===== config.mk =====
export PLATFORM = sky130hd
export DESIGN_NAME = multicycle_ctrl_flat
export DESIGN_NICKNAME = d
export VERILOG_FILES = /design/src/rtl/multicycle_ctrl_if.sv /design/src/rtl/multicycle_ctrl.sv /design/src/flat_wrapper.sv
export SDC_FILE = /design/constraint.sdc
export NUM_CORES = 1
export LEC_CHECK = 0
export CORE_MARGIN = 5
export CORE_UTILIZATION = 42
export DETAILED_ROUTE_END_ITERATION = 16
export PLACE_DENSITY = 0.86
export SLEW_MARGIN = 30
export SYNTH_ARGS = -nofsm -noshare
export SYNTH_HDL_FRONTEND = slang
export SYNTH_SLANG_ARGS = --single-unit

===== constraint.sdc =====
create_clock -name clk -period 3.4 [get_ports clk]
set_input_delay 0.68 -clock clk [delete_from_list [all_inputs] [get_ports clk]]
set_output_delay 0.68 -clock clk [all_outputs]
set_load 0.01 [all_outputs]

===== src/rtl/multicycle_ctrl_if.sv =====
`default_nettype none
// ============================================================================
// Module      : multicycle_ctrl_if
// Description : Control-path bundle between the multi-cycle controller, the
//               instruction decoder and the datapath.
//               master modport : controller side (decoder fields and
//                                handshakes in, enables/selects out)
//               slave modport  : decoder/datapath side
//               Decoder fields : opcode[6:0], rd_sel[4:0]
//               Handshakes     : imem_ready, dmem_ready, branch_taken
//               Enables/selects: imem_req, ir_load, dmem_req, dmem_we,
//                                alu_src_imm, alu_op[1:0], wb_sel[1:0],
//                                reg_write_en, pc_write, pc_sel
//               Status         : illegal_instr, state_out[2:0]
// Revision    : 1.0 - initial release
// ============================================================================
interface multicycle_ctrl_if;
    logic [6:0] opcode;
    logic [4:0] rd_sel;
    logic       imem_ready;
    logic       dmem_ready;
    logic       branch_taken;

    logic       imem_req;
    logic       ir_load;
    logic       dmem_req;
    logic       dmem_we;
    logic       alu_src_imm;
    logic [1:0] alu_op;
    logic [1:0] wb_sel;
    logic       reg_write_en;
    logic       pc_write;
    logic       pc_sel;
    logic       illegal_instr;
    logic [2:0] state_out;

    modport master (
        input  opcode, rd_sel, imem_ready, dmem_ready, branch_taken,
        output imem_req, ir_load, dmem_req, dmem_we, alu_src_imm, alu_op,
               wb_sel, reg_write_en, pc_write, pc_sel, illegal_instr,
               state_out
    );

    modport slave (
        output opcode, rd_sel, imem_ready, dmem_ready, branch_taken,
        input  imem_req, ir_load, dmem_req, dmem_we, alu_src_imm, alu_op,
               wb_sel, reg_write_en, pc_write, pc_sel, illegal_instr,
               state_out
    );
endinterface
`default_nettype wire


===== src/rtl/multicycle_ctrl.sv =====
`default_nettype none
// ============================================================================
// Module      : multicycle_ctrl
// Description : Multi-cycle control FSM for the RISC-V core. Sequences each
//               instruction through FETCH, DECODE, EXECUTE, MEM, WRITEBACK
//               (or TRAP on an illegal opcode) and drives the IR, register
//               file, ALU, data-memory and PC enables/selects.
// Ports       : clk            rising-edge clock
//               rst_n          asynchronous active-low reset
//               bus            multicycle_ctrl_if.master (decoder fields,
//                              memory/ALU handshakes, control outputs)
//               retired_cnt    retired-instruction counter (optional)
//               cycle_cnt      cycle counter (optional)
// Parameter   : RESET_PC_SEL   pc_sel value whenever pc_write is 0
// Macro       : CTRL_PERF_CNT_EN - when defined, adds the retired_cnt and
//               cycle_cnt ports and their counters.
// Revision    : 1.0 - initial release
// ============================================================================
module multicycle_ctrl #(
    parameter logic RESET_PC_SEL = 1'b0
) (
    input  logic              clk,
    input  logic              rst_n,
    multicycle_ctrl_if.master bus
`ifdef CTRL_PERF_CNT_EN
    ,
    output logic [31:0]       retired_cnt,
    output logic [31:0]       cycle_cnt
`endif
);

    typedef enum logic [2:0] {
        ST_FETCH     = 3'd0,
        ST_DECODE    = 3'd1,
        ST_EXECUTE   = 3'd2,
        ST_MEM       = 3'd3,
        ST_WRITEBACK = 3'd4,
        ST_TRAP      = 3'd5
    } state_t;

    localparam logic [6:0] c_op_r      = 7'b0110011;
    localparam logic [6:0] c_op_i      = 7'b0010011;
    localparam logic [6:0] c_op_lui    = 7'b0110111;
    localparam logic [6:0] c_op_load   = 7'b0000011;
    localparam logic [6:0] c_op_store  = 7'b0100011;
    localparam logic [6:0] c_op_branch = 7'b1100011;
    localparam logic [6:0] c_op_jal    = 7'b1101111;

    state_t     r_state;
    state_t     w_state_next;
    logic [6:0] r_opcode;

    // Instruction class of the latched opcode (valid from EXECUTE onwards)
    logic w_is_r, w_is_i, w_is_lui, w_is_load, w_is_store, w_is_branch, w_is_jal;
    logic w_live_legal;

    logic [1:0] w_cls_alu_op;
    logic       w_cls_alu_src_imm;

    logic       w_imem_req, w_ir_load, w_dmem_req, w_dmem_we, w_alu_src_imm;
    logic [1:0] w_alu_op, w_wb_sel;
    logic       w_reg_write_en, w_pc_write, w_pc_sel, w_illegal_instr;

    assign w_is_r      = (r_opcode == c_op_r);
    assign w_is_i      = (r_opcode == c_op_i);
    assign w_is_lui    = (r_opcode == c_op_lui);
    assign w_is_load   = (r_opcode == c_op_load);
    assign w_is_store  = (r_opcode == c_op_store);
    assign w_is_branch = (r_opcode == c_op_branch);
    assign w_is_jal    = (r_opcode == c_op_jal);

    // Legality is judged on the live decoder opcode while in DECODE
    always_comb begin
        w_live_legal = 1'b0;
        case (bus.opcode)
            c_op_r, c_op_i, c_op_lui, c_op_load,
            c_op_store, c_op_branch, c_op_jal: w_live_legal = 1'b1;
            default:                           w_live_legal = 1'b0;
        endcase
    end

    // ALU operand/op selects per class. The ALU result feeds the datapath
    // unregistered, so these are held through MEM and WRITEBACK as well.
    always_comb begin
        w_cls_alu_op      = 2'b00;
        w_cls_alu_src_imm = 1'b0;
        if (w_is_r) begin
            w_cls_alu_op = 2'b01;
        end else if (w_is_i) begin
            w_cls_alu_op      = 2'b01;
            w_cls_alu_src_imm = 1'b1;
        end else if (w_is_load || w_is_store) begin
            w_cls_alu_src_imm = 1'b1;
        end else if (w_is_branch) begin
            w_cls_alu_op = 2'b10;
        end
    end

    // State register
    always_ff @(posedge clk or negedge rst_n) begin
        if (!rst_n) begin
            r_state <= ST_FETCH;
        end else begin
            r_state <= w_state_next;
        end
    end

    // Opcode capture on the DECODE -> EXECUTE transition only
    always_ff @(posedge clk or negedge rst_n) begin
        if (!rst_n) begin
            r_opcode <= 7'd0;
        end else if (r_state == ST_DECODE && w_state_next == ST_EXECUTE) begin
            r_opcode <= bus.opcode;
        end
    end

    // Next-state and output decode
    always_comb begin
        w_state_next    = r_state;
        w_imem_req      = 1'b0;
        w_ir_load       = 1'b0;
        w_dmem_req      = 1'b0;
        w_dmem_we       = 1'b0;
        w_alu_src_imm   = 1'b0;
        w_alu_op        = 2'b00;
        w_wb_sel        = 2'b00;
        w_reg_write_en  = 1'b0;
        w_pc_write      = 1'b0;
        w_pc_sel        = RESET_PC_SEL;
        w_illegal_instr = 1'b0;

        case (r_state)
            ST_FETCH: begin
                w_imem_req = 1'b1;
                // Gated by rst_n so the IR cannot load while reset is held
                w_ir_load  = bus.imem_ready & rst_n;
                if (bus.imem_ready) begin
                    w_state_next = ST_DECODE;
                end
            end

            ST_DECODE: begin
                w_state_next = w_live_legal ? ST_EXECUTE : ST_TRAP;
            end

            ST_EXECUTE: begin
                w_alu_op      = w_cls_alu_op;
                w_alu_src_imm = w_cls_alu_src_imm;
                if (w_is_branch) begin
                    w_pc_write   = 1'b1;
                    w_pc_sel     = bus.branch_taken;
                    w_state_next = ST_FETCH;
                end else if (w_is_load || w_is_store) begin
                    w_state_next = ST_MEM;
                end else begin
                    w_state_next = ST_WRITEBACK;
                end
            end

            ST_MEM: begin
                w_alu_op      = w_cls_alu_op;
                w_alu_src_imm = w_cls_alu_src_imm;
                w_dmem_req    = 1'b1;
                w_dmem_we     = w_is_store;
                if (bus.dmem_ready) begin
                    if (w_is_store) begin
                        // A store retires here; it never visits WRITEBACK
                        w_pc_write   = 1'b1;
                        w_pc_sel     = 1'b0;
                        w_state_next = ST_FETCH;
                    end else begin
                        w_state_next = ST_WRITEBACK;
                    end
                end
            end

            ST_WRITEBACK: begin
                w_alu_op       = w_cls_alu_op;
                w_alu_src_imm  = w_cls_alu_src_imm;
                w_reg_write_en = (bus.rd_sel != 5'd0);
                if (w_is_load) begin
                    w_wb_sel = 2'b01;
                end else if (w_is_jal) begin
                    w_wb_sel = 2'b10;
                end else if (w_is_lui) begin
                    w_wb_sel = 2'b11;
                end else begin
                    w_wb_sel = 2'b00;
                end
                w_pc_write   = 1'b1;
                w_pc_sel     = w_is_jal;
                w_state_next = ST_FETCH;
            end

            ST_TRAP: begin
                // Sticky until reset: state never leaves TRAP on its own
                w_illegal_instr = 1'b1;
            end

            default: begin
                w_state_next = ST_FETCH;
            end
        endcase
    end

    assign bus.imem_req      = w_imem_req;
    assign bus.ir_load       = w_ir_load;
    assign bus.dmem_req      = w_dmem_req;
    assign bus.dmem_we       = w_dmem_we;
    assign bus.alu_src_imm   = w_alu_src_imm;
    assign bus.alu_op        = w_alu_op;
    assign bus.wb_sel        = w_wb_sel;
    assign bus.reg_write_en  = w_reg_write_en;
    assign bus.pc_write      = w_pc_write;
    assign bus.pc_sel        = w_pc_sel;
    assign bus.illegal_instr = w_illegal_instr;
    assign bus.state_out     = r_state;

`ifdef CTRL_PERF_CNT_EN
    // Both counters freeze once the core has trapped
    always_ff @(posedge clk or negedge rst_n) begin
        if (!rst_n) begin
            cycle_cnt   <= 32'd0;
            retired_cnt <= 32'd0;
        end else if (r_state != ST_TRAP) begin
            cycle_cnt <= cycle_cnt + 32'd1;
            if (w_pc_write) begin
                retired_cnt <= retired_cnt + 32'd1;
            end
        end
    end
`endif

endmodule
`default_nettype wire


===== src/flat_wrapper.sv =====
// flat-port wrapper written by rule: the top's interface ports become plain ports
module multicycle_ctrl_flat 
#(
    parameter logic RESET_PC_SEL = 1'b0
)
  (clk, rst_n, bus_opcode, bus_rd_sel, bus_imem_ready, bus_dmem_ready, bus_branch_taken, bus_imem_req, bus_ir_load, bus_dmem_req, bus_dmem_we, bus_alu_src_imm, bus_alu_op, bus_wb_sel, bus_reg_write_en, bus_pc_write, bus_pc_sel, bus_illegal_instr, bus_state_out);
  multicycle_ctrl_if bus_i ();
  input  logic clk;
  input  logic rst_n;
  input wire logic [$bits(bus_i.opcode)-1:0] bus_opcode;
  input wire logic [$bits(bus_i.rd_sel)-1:0] bus_rd_sel;
  input wire logic [$bits(bus_i.imem_ready)-1:0] bus_imem_ready;
  input wire logic [$bits(bus_i.dmem_ready)-1:0] bus_dmem_ready;
  input wire logic [$bits(bus_i.branch_taken)-1:0] bus_branch_taken;
  output wire logic [$bits(bus_i.imem_req)-1:0] bus_imem_req;
  output wire logic [$bits(bus_i.ir_load)-1:0] bus_ir_load;
  output wire logic [$bits(bus_i.dmem_req)-1:0] bus_dmem_req;
  output wire logic [$bits(bus_i.dmem_we)-1:0] bus_dmem_we;
  output wire logic [$bits(bus_i.alu_src_imm)-1:0] bus_alu_src_imm;
  output wire logic [$bits(bus_i.alu_op)-1:0] bus_alu_op;
  output wire logic [$bits(bus_i.wb_sel)-1:0] bus_wb_sel;
  output wire logic [$bits(bus_i.reg_write_en)-1:0] bus_reg_write_en;
  output wire logic [$bits(bus_i.pc_write)-1:0] bus_pc_write;
  output wire logic [$bits(bus_i.pc_sel)-1:0] bus_pc_sel;
  output wire logic [$bits(bus_i.illegal_instr)-1:0] bus_illegal_instr;
  output wire logic [$bits(bus_i.state_out)-1:0] bus_state_out;
  assign bus_i.opcode = bus_opcode;
  assign bus_i.rd_sel = bus_rd_sel;
  assign bus_i.imem_ready = bus_imem_ready;
  assign bus_i.dmem_ready = bus_dmem_ready;
  assign bus_i.branch_taken = bus_branch_taken;
  assign bus_imem_req = bus_i.imem_req;
  assign bus_ir_load = bus_i.ir_load;
  assign bus_dmem_req = bus_i.dmem_req;
  assign bus_dmem_we = bus_i.dmem_we;
  assign bus_alu_src_imm = bus_i.alu_src_imm;
  assign bus_alu_op = bus_i.alu_op;
  assign bus_wb_sel = bus_i.wb_sel;
  assign bus_reg_write_en = bus_i.reg_write_en;
  assign bus_pc_write = bus_i.pc_write;
  assign bus_pc_sel = bus_i.pc_sel;
  assign bus_illegal_instr = bus_i.illegal_instr;
  assign bus_state_out = bus_i.state_out;
  multicycle_ctrl #(.RESET_PC_SEL(RESET_PC_SEL)) u_core (.clk(clk), .rst_n(rst_n), .bus(bus_i));
endmodule

# [Word-level counts from Yosys, hierarchy flattened]
# Index checks and enable logic that the tools add are counted.
[op_classes] muxes=33 n_reduce_logical=6 bitwise=1 n_eq_ne=20
[op_table] cell="equality test 7 x 6 -> 1 bit (second input constant)" count=6
[op_table] cell="equality test 7 bit (second input constant)" count=4
[op_table] cell="2-to-1 mux 2 bit" count=9
[op_table] cell="2-to-1 mux 3 bit" count=6
[op_table] cell="2-to-1 mux 1 bit" count=15
[op_table] cell="one-hot mux 3 bit (5 select lines)" count=1
[op_table] cell="equality test 7 x 2 -> 1 bit (second input constant)" count=2
[op_table] cell="equality test 7 x 5 -> 1 bit (second input constant)" count=2
[op_table] cell="equality test 3 x 2 -> 1 bit (second input constant)" count=3
[op_table] cell="OR reduction 7 bit" count=1
[op_table] cell="equality test 3 bit (second input constant)" count=2
[op_table] cell="nonzero test 5 bit" count=1
[op_table] cell="equality test 3 x 1 -> 1 bit (second input constant)" count=1
[op_table] cell="logical NOT 3 bit" count=1
[op_table] cell="one-hot mux 1 bit (3 select lines)" count=1
[op_table] cell="OR reduction 3 bit" count=1
[op_table] cell="one-hot mux 1 bit (2 select lines)" count=1
[op_table] cell="AND 1 bit" count=1
[op_table] cell="logical AND 1 bit" count=1
[op_table] cell="logical OR 1 bit" count=1
[word_totals] word_cells=62 output_inout_bits=16 register_bits=10 in_bits=17

# [Depth between registers and ports, before layout]
[logic_depth] ltp_word=7 depth_mapped=5 ltp_nobuf=4

# [Worst setup path after synthesis]
# OpenSTA, ideal clock, no wires.
[synth_path] path_type="reg-to-output" startpoint="reg u_core.r_state[0], in the netlist u_core.bus.state_out[0]" endpoint="out bus_alu_src_imm" n_path_buf=1 required_time_ps=2720 t_arrival_ps=1423 path_stages_with_launch=6 setup_slack_ps=1297 path_cell_list="dfrtp_1 buf_2 or3b_2 nand2b_1 nand2_1 a21oi_1"
[synth_via] elab_chain_len=3 word_cells_on_any_way=5 classes_between="eq/ne (3); mux (1); reduce/logical (1)"
[synth_lines] item="from (decl)" line_no="multicycle_ctrl.sv:49" rtl="state_t r_state;"
[synth_lines] item="from (signal assigned)" line_no="multicycle_ctrl.sv:104" rtl="r_state <= w_state_next;"
[synth_lines] item="equality test 3 x 2 -> 1 bit / equality test 3 bit (equally long branches)" line_no="multicycle_ctrl.sv:132" rtl="case (r_state)"
[synth_lines] item="OR reduction 3 bit (no source line) *"
[synth_lines] item="2-to-1 mux 1 bit *" line_no="multicycle_ctrl.sv:132"
[synth_lines] item="to (decl)" line_no="flat_wrapper.sv:19" rtl="output wire logic [$bits(bus_i.alu_src_imm)-1:0] bus_alu_src_imm;"
# Every way passes the cells marked *; elsewhere a longest branch is shown, timed or not.

# [Final worst setup path]
# Ends and elaborated chain as after synthesis.

==> load_flow_metrics.sql <==
INSERT INTO impl_metrics (metric_group, metric, value, unit) VALUES
('critical_path', 'crit_arrival', '2170', 'ps'),
('layout', 'flow.area_growth_from_synthesis', '55.4', '%'),
('timing', 'hold_viol', '0', ''),
('power_and_ir_drop', 'power.net_switching', '0.245', 'mW'),
('drt', 'avgRoutedWirePerCell', '14.3', 'um'),
('logic_synthesis', 'postSynthNetCount', '91', ''),
('drt', 'first_pass_iters', '4', ''),
('placed_design', 'gp_congestion', '0.834', ''),
('min_path', 'timing.hold.worst.start', 'u_core.r_opcode[0]', ''),
('timing', 'post-route-period-util', '0.839', ''),
('logic_synthesis', 'seq_area_frac_synth', '0.370', ''),
('critical_path', 'timing.rr.start', 'u_core.bus.state_out[2]', ''),
('placed_design', 'dp.final_hpwl', '1440', 'um'),
('grt', 'grt_start_max_net_pins', '12', ''),
('logic_synthesis', 'total_of_flip_flops_plus_latches_after_synthesis', '10', ''),
('clock_tree', 'cts-root-buf', 'sky130_fd_sc_hd__clkbuf_4', ''),
('logic_synthesis', 'yosys.area.top_type', 'sky130_fd_sc_hd__dfrtp_1', ''),
('drt', 'vias', '716', ''),
('grt', 'globalRouteTotalUtil', '0.149', ''),
('clock_tree', 'post-cts-setup-buffers', '0', ''),
('logic_synthesis', 'syn_avg_cell_area', '9.13', 'um^2'),
('floorplan', 'initial_utilization', '0.443', ''),
('layout', 'nets', '127', ''),
('drt', 'first_iter_violations', '6', ''),
('logic_synthesis', 'synth_edf_count', '0', ''),
('logic_synthesis', 'synth.distinct_cells', '32', ''),
('floorplan', 'die_boundary_height', '50.1', 'um'),
('logic_synthesis', 'ys_async_sr_fraction', '1.00', ''),
('grt', 'vias_in_the_first_global_route', '697', ''),
('power_and_ir_drop', 'power.leakage', '0.446', 'nW'),
('grt', 'grt_first_pass_wirelength', '3020', 'um'),
('timing', 'slew-limit-headroom', '0.802', ''),
('clock_tree', 'cts.reportedPaths.clkPinSlew', '70', 'ps'),
('min_path', 'min_to', 'u_core.r_opcode[0]', ''),
('logic_synthesis', 'postSynthCellCount', '74', ''),
('timing', 'fin_setup_tns', '0', 'ps'),
('critical_path', 'reg2reg_setup_slack', '1840', 'ps'),
('floorplan', 'die_width', '50.1', 'um'),
('floorplan', 'fp.dieArea', '2510', 'um^2'),
('run_status', 'outcome', 'completed', ''),
('power_and_ir_drop', 'finalPower', '0.656', 'mW'),
('min_path', 'worstHoldPathCells', '1', ''),
('timing', 'hold-worst-slack', '535', 'ps'),
('power_and_ir_drop', 'worst_ir_drop_vdd', '384', 'uV'),
('critical_path', 'worst_r2r_endpoint', 'u_core.r_opcode[3]', ''),
('timing', 'fmax', '351', 'MHz'),
('timing', 'layout_skew', '4.98', 'ps'),
('clock_tree', 'clock_buffers_created_by_tritoncts', '3', ''),
('timing', 'final_count_of_pins_violating_max_slew', '0', ''),
('drt', 'route.detailed.drc', '0', ''),
('clock_tree', 'clock_path_buffers', '2', ''),
('critical_path', 'critical_path_start_type', 'register', ''),
('logic_synthesis', 'post_synth_instance_area', '676', 'um^2'),
('power_and_ir_drop', 'powerDensity', '625', 'nW/um^2'),
('timing', 'timing_worst_slew_pin_value', '294', 'ps'),
('power_and_ir_drop', 'share_seq_of_total_power', '0.394', ''),
('power_and_ir_drop', 'intPower', '0.411', 'mW'),
('placed_design', 'placement.cell_area', '1010', 'um^2'),
('clock_tree', 'cts_tree', 'yes', ''),
('drt', 'drt-vias-per-instance', '5.73', ''),
('floorplan', 'boundaryPins', '33', ''),
('critical_path', 'timing.critical_path.to_type', 'primary output', ''),
('placed_design', 'place.port_buffers', '32', ''),
('grt', 'antenna_violations_before_repair', '0', ''),
('layout', 'antenna-diode-count', '0', ''),
('power_and_ir_drop', 'power.switching_fraction', '0.374', ''),
('logic_synthesis', 'synth-warning-count', '0', ''),
('drt', 'finalWirelength', '1790', 'um'),
('timing', 'minimum_period_implied_by_the_final_worst_setup_slack', '2850', 'ps'),
('clock_tree', 'post_cts_hold_buffer_count', '0', ''),
('floorplan', 'core_area', '1520', 'um^2');
[power by group through the flow]
| stage | combinational, mW | clock (mW) | sequential (mW) |
|---|---|---|---|
| floorplan | 0.189 | 0 | 0.221 |
| global placement | 0.282 | 0 | 0.255 |
| detailed placement | 0.290 | 0 | 0.259 |
| CTS | 0.292 | 0.107 | 0.257 |
| global route | 0.318 | 0.114 | 0.273 |
| finish | 0.290 | 0.108 | 0.258 |
[per-layer routing]
layer  track usage  wire length [um]  up-vias
met4        0.0524                26        0
met5             0                 0        -
met3        0.0301               185        5
li1              -                 -      343
met1         0.178               699      334
met2         0.259               879       34
[critical path, stage by stage (launching register included)]
cell,delay (ps)
sky130_fd_sc_hd__dfrtp_1,490
sky130_fd_sc_hd__or3b_2,560
sky130_fd_sc_hd__nand2b_1,130
sky130_fd_sc_hd__nand2_1,70
sky130_fd_sc_hd__a21oi_1,110
sky130_fd_sc_hd__clkdlybuf4s50_1,540
[kinds of logic after synthesis]
group / after synthesis / share of synthesized area
simple gates: 42 / 0.385
compound gates: 14 / 0.141
flops: 10 / 0.370
mux: 5 / 0.0833
buf+inv: 3 / 0.0204
[cell type report]
class | instances | area [um^2]
fillers | 128 | 474
multi-input cells | 61 | 412
repair buffers | 33 | 328
flip-flops and latches | 10 | 250
clock buffers | 4 | 36.3
well taps | 16 | 20.0
inverters | 1 | 3.75
[Yosys cell counts, drive strengths merged (2+ instances only)]
master	n
nor2b	3
o21ai	3
or2b	2
mux2	5
nor3	5
nand3	2
a21oi	5
nor2	4
nand2	5
and3	3
buf	2
nand3b	3
nand2b	3
and2	3
dfrtp	10
[how the worst max path moves through the flow]
stage	end	depth (start not counted)
2_1_floorplan	bus_alu_src_imm	5
3_3_place_gp	bus_ir_load	3
3_5_place_dp	bus_ir_load	3
4_1_cts	bus_alu_src_imm	5
5_1_grt	bus_alu_src_imm	5
6_report	bus_alu_src_imm	5
[sequential cells by signal (all words and copies together), names as in the netlist]
register              cells
u_core.bus.state_out      3
u_core.r_opcode           7
[metrics by stage]
stage / setup WS [ps] / cells / util
5_1_grt: 441 / 125 / 0.689
4_1_cts: 561 / 125 / 0.689
3_3_place_gp: 848 / 121 / 0.665
2_1_floorplan: 1300 / 74 / -
3_5_place_dp: 848 / 121 / 0.665
6_report: 549 / 125 / 0.689
Power figures use the tool's default switching activity.
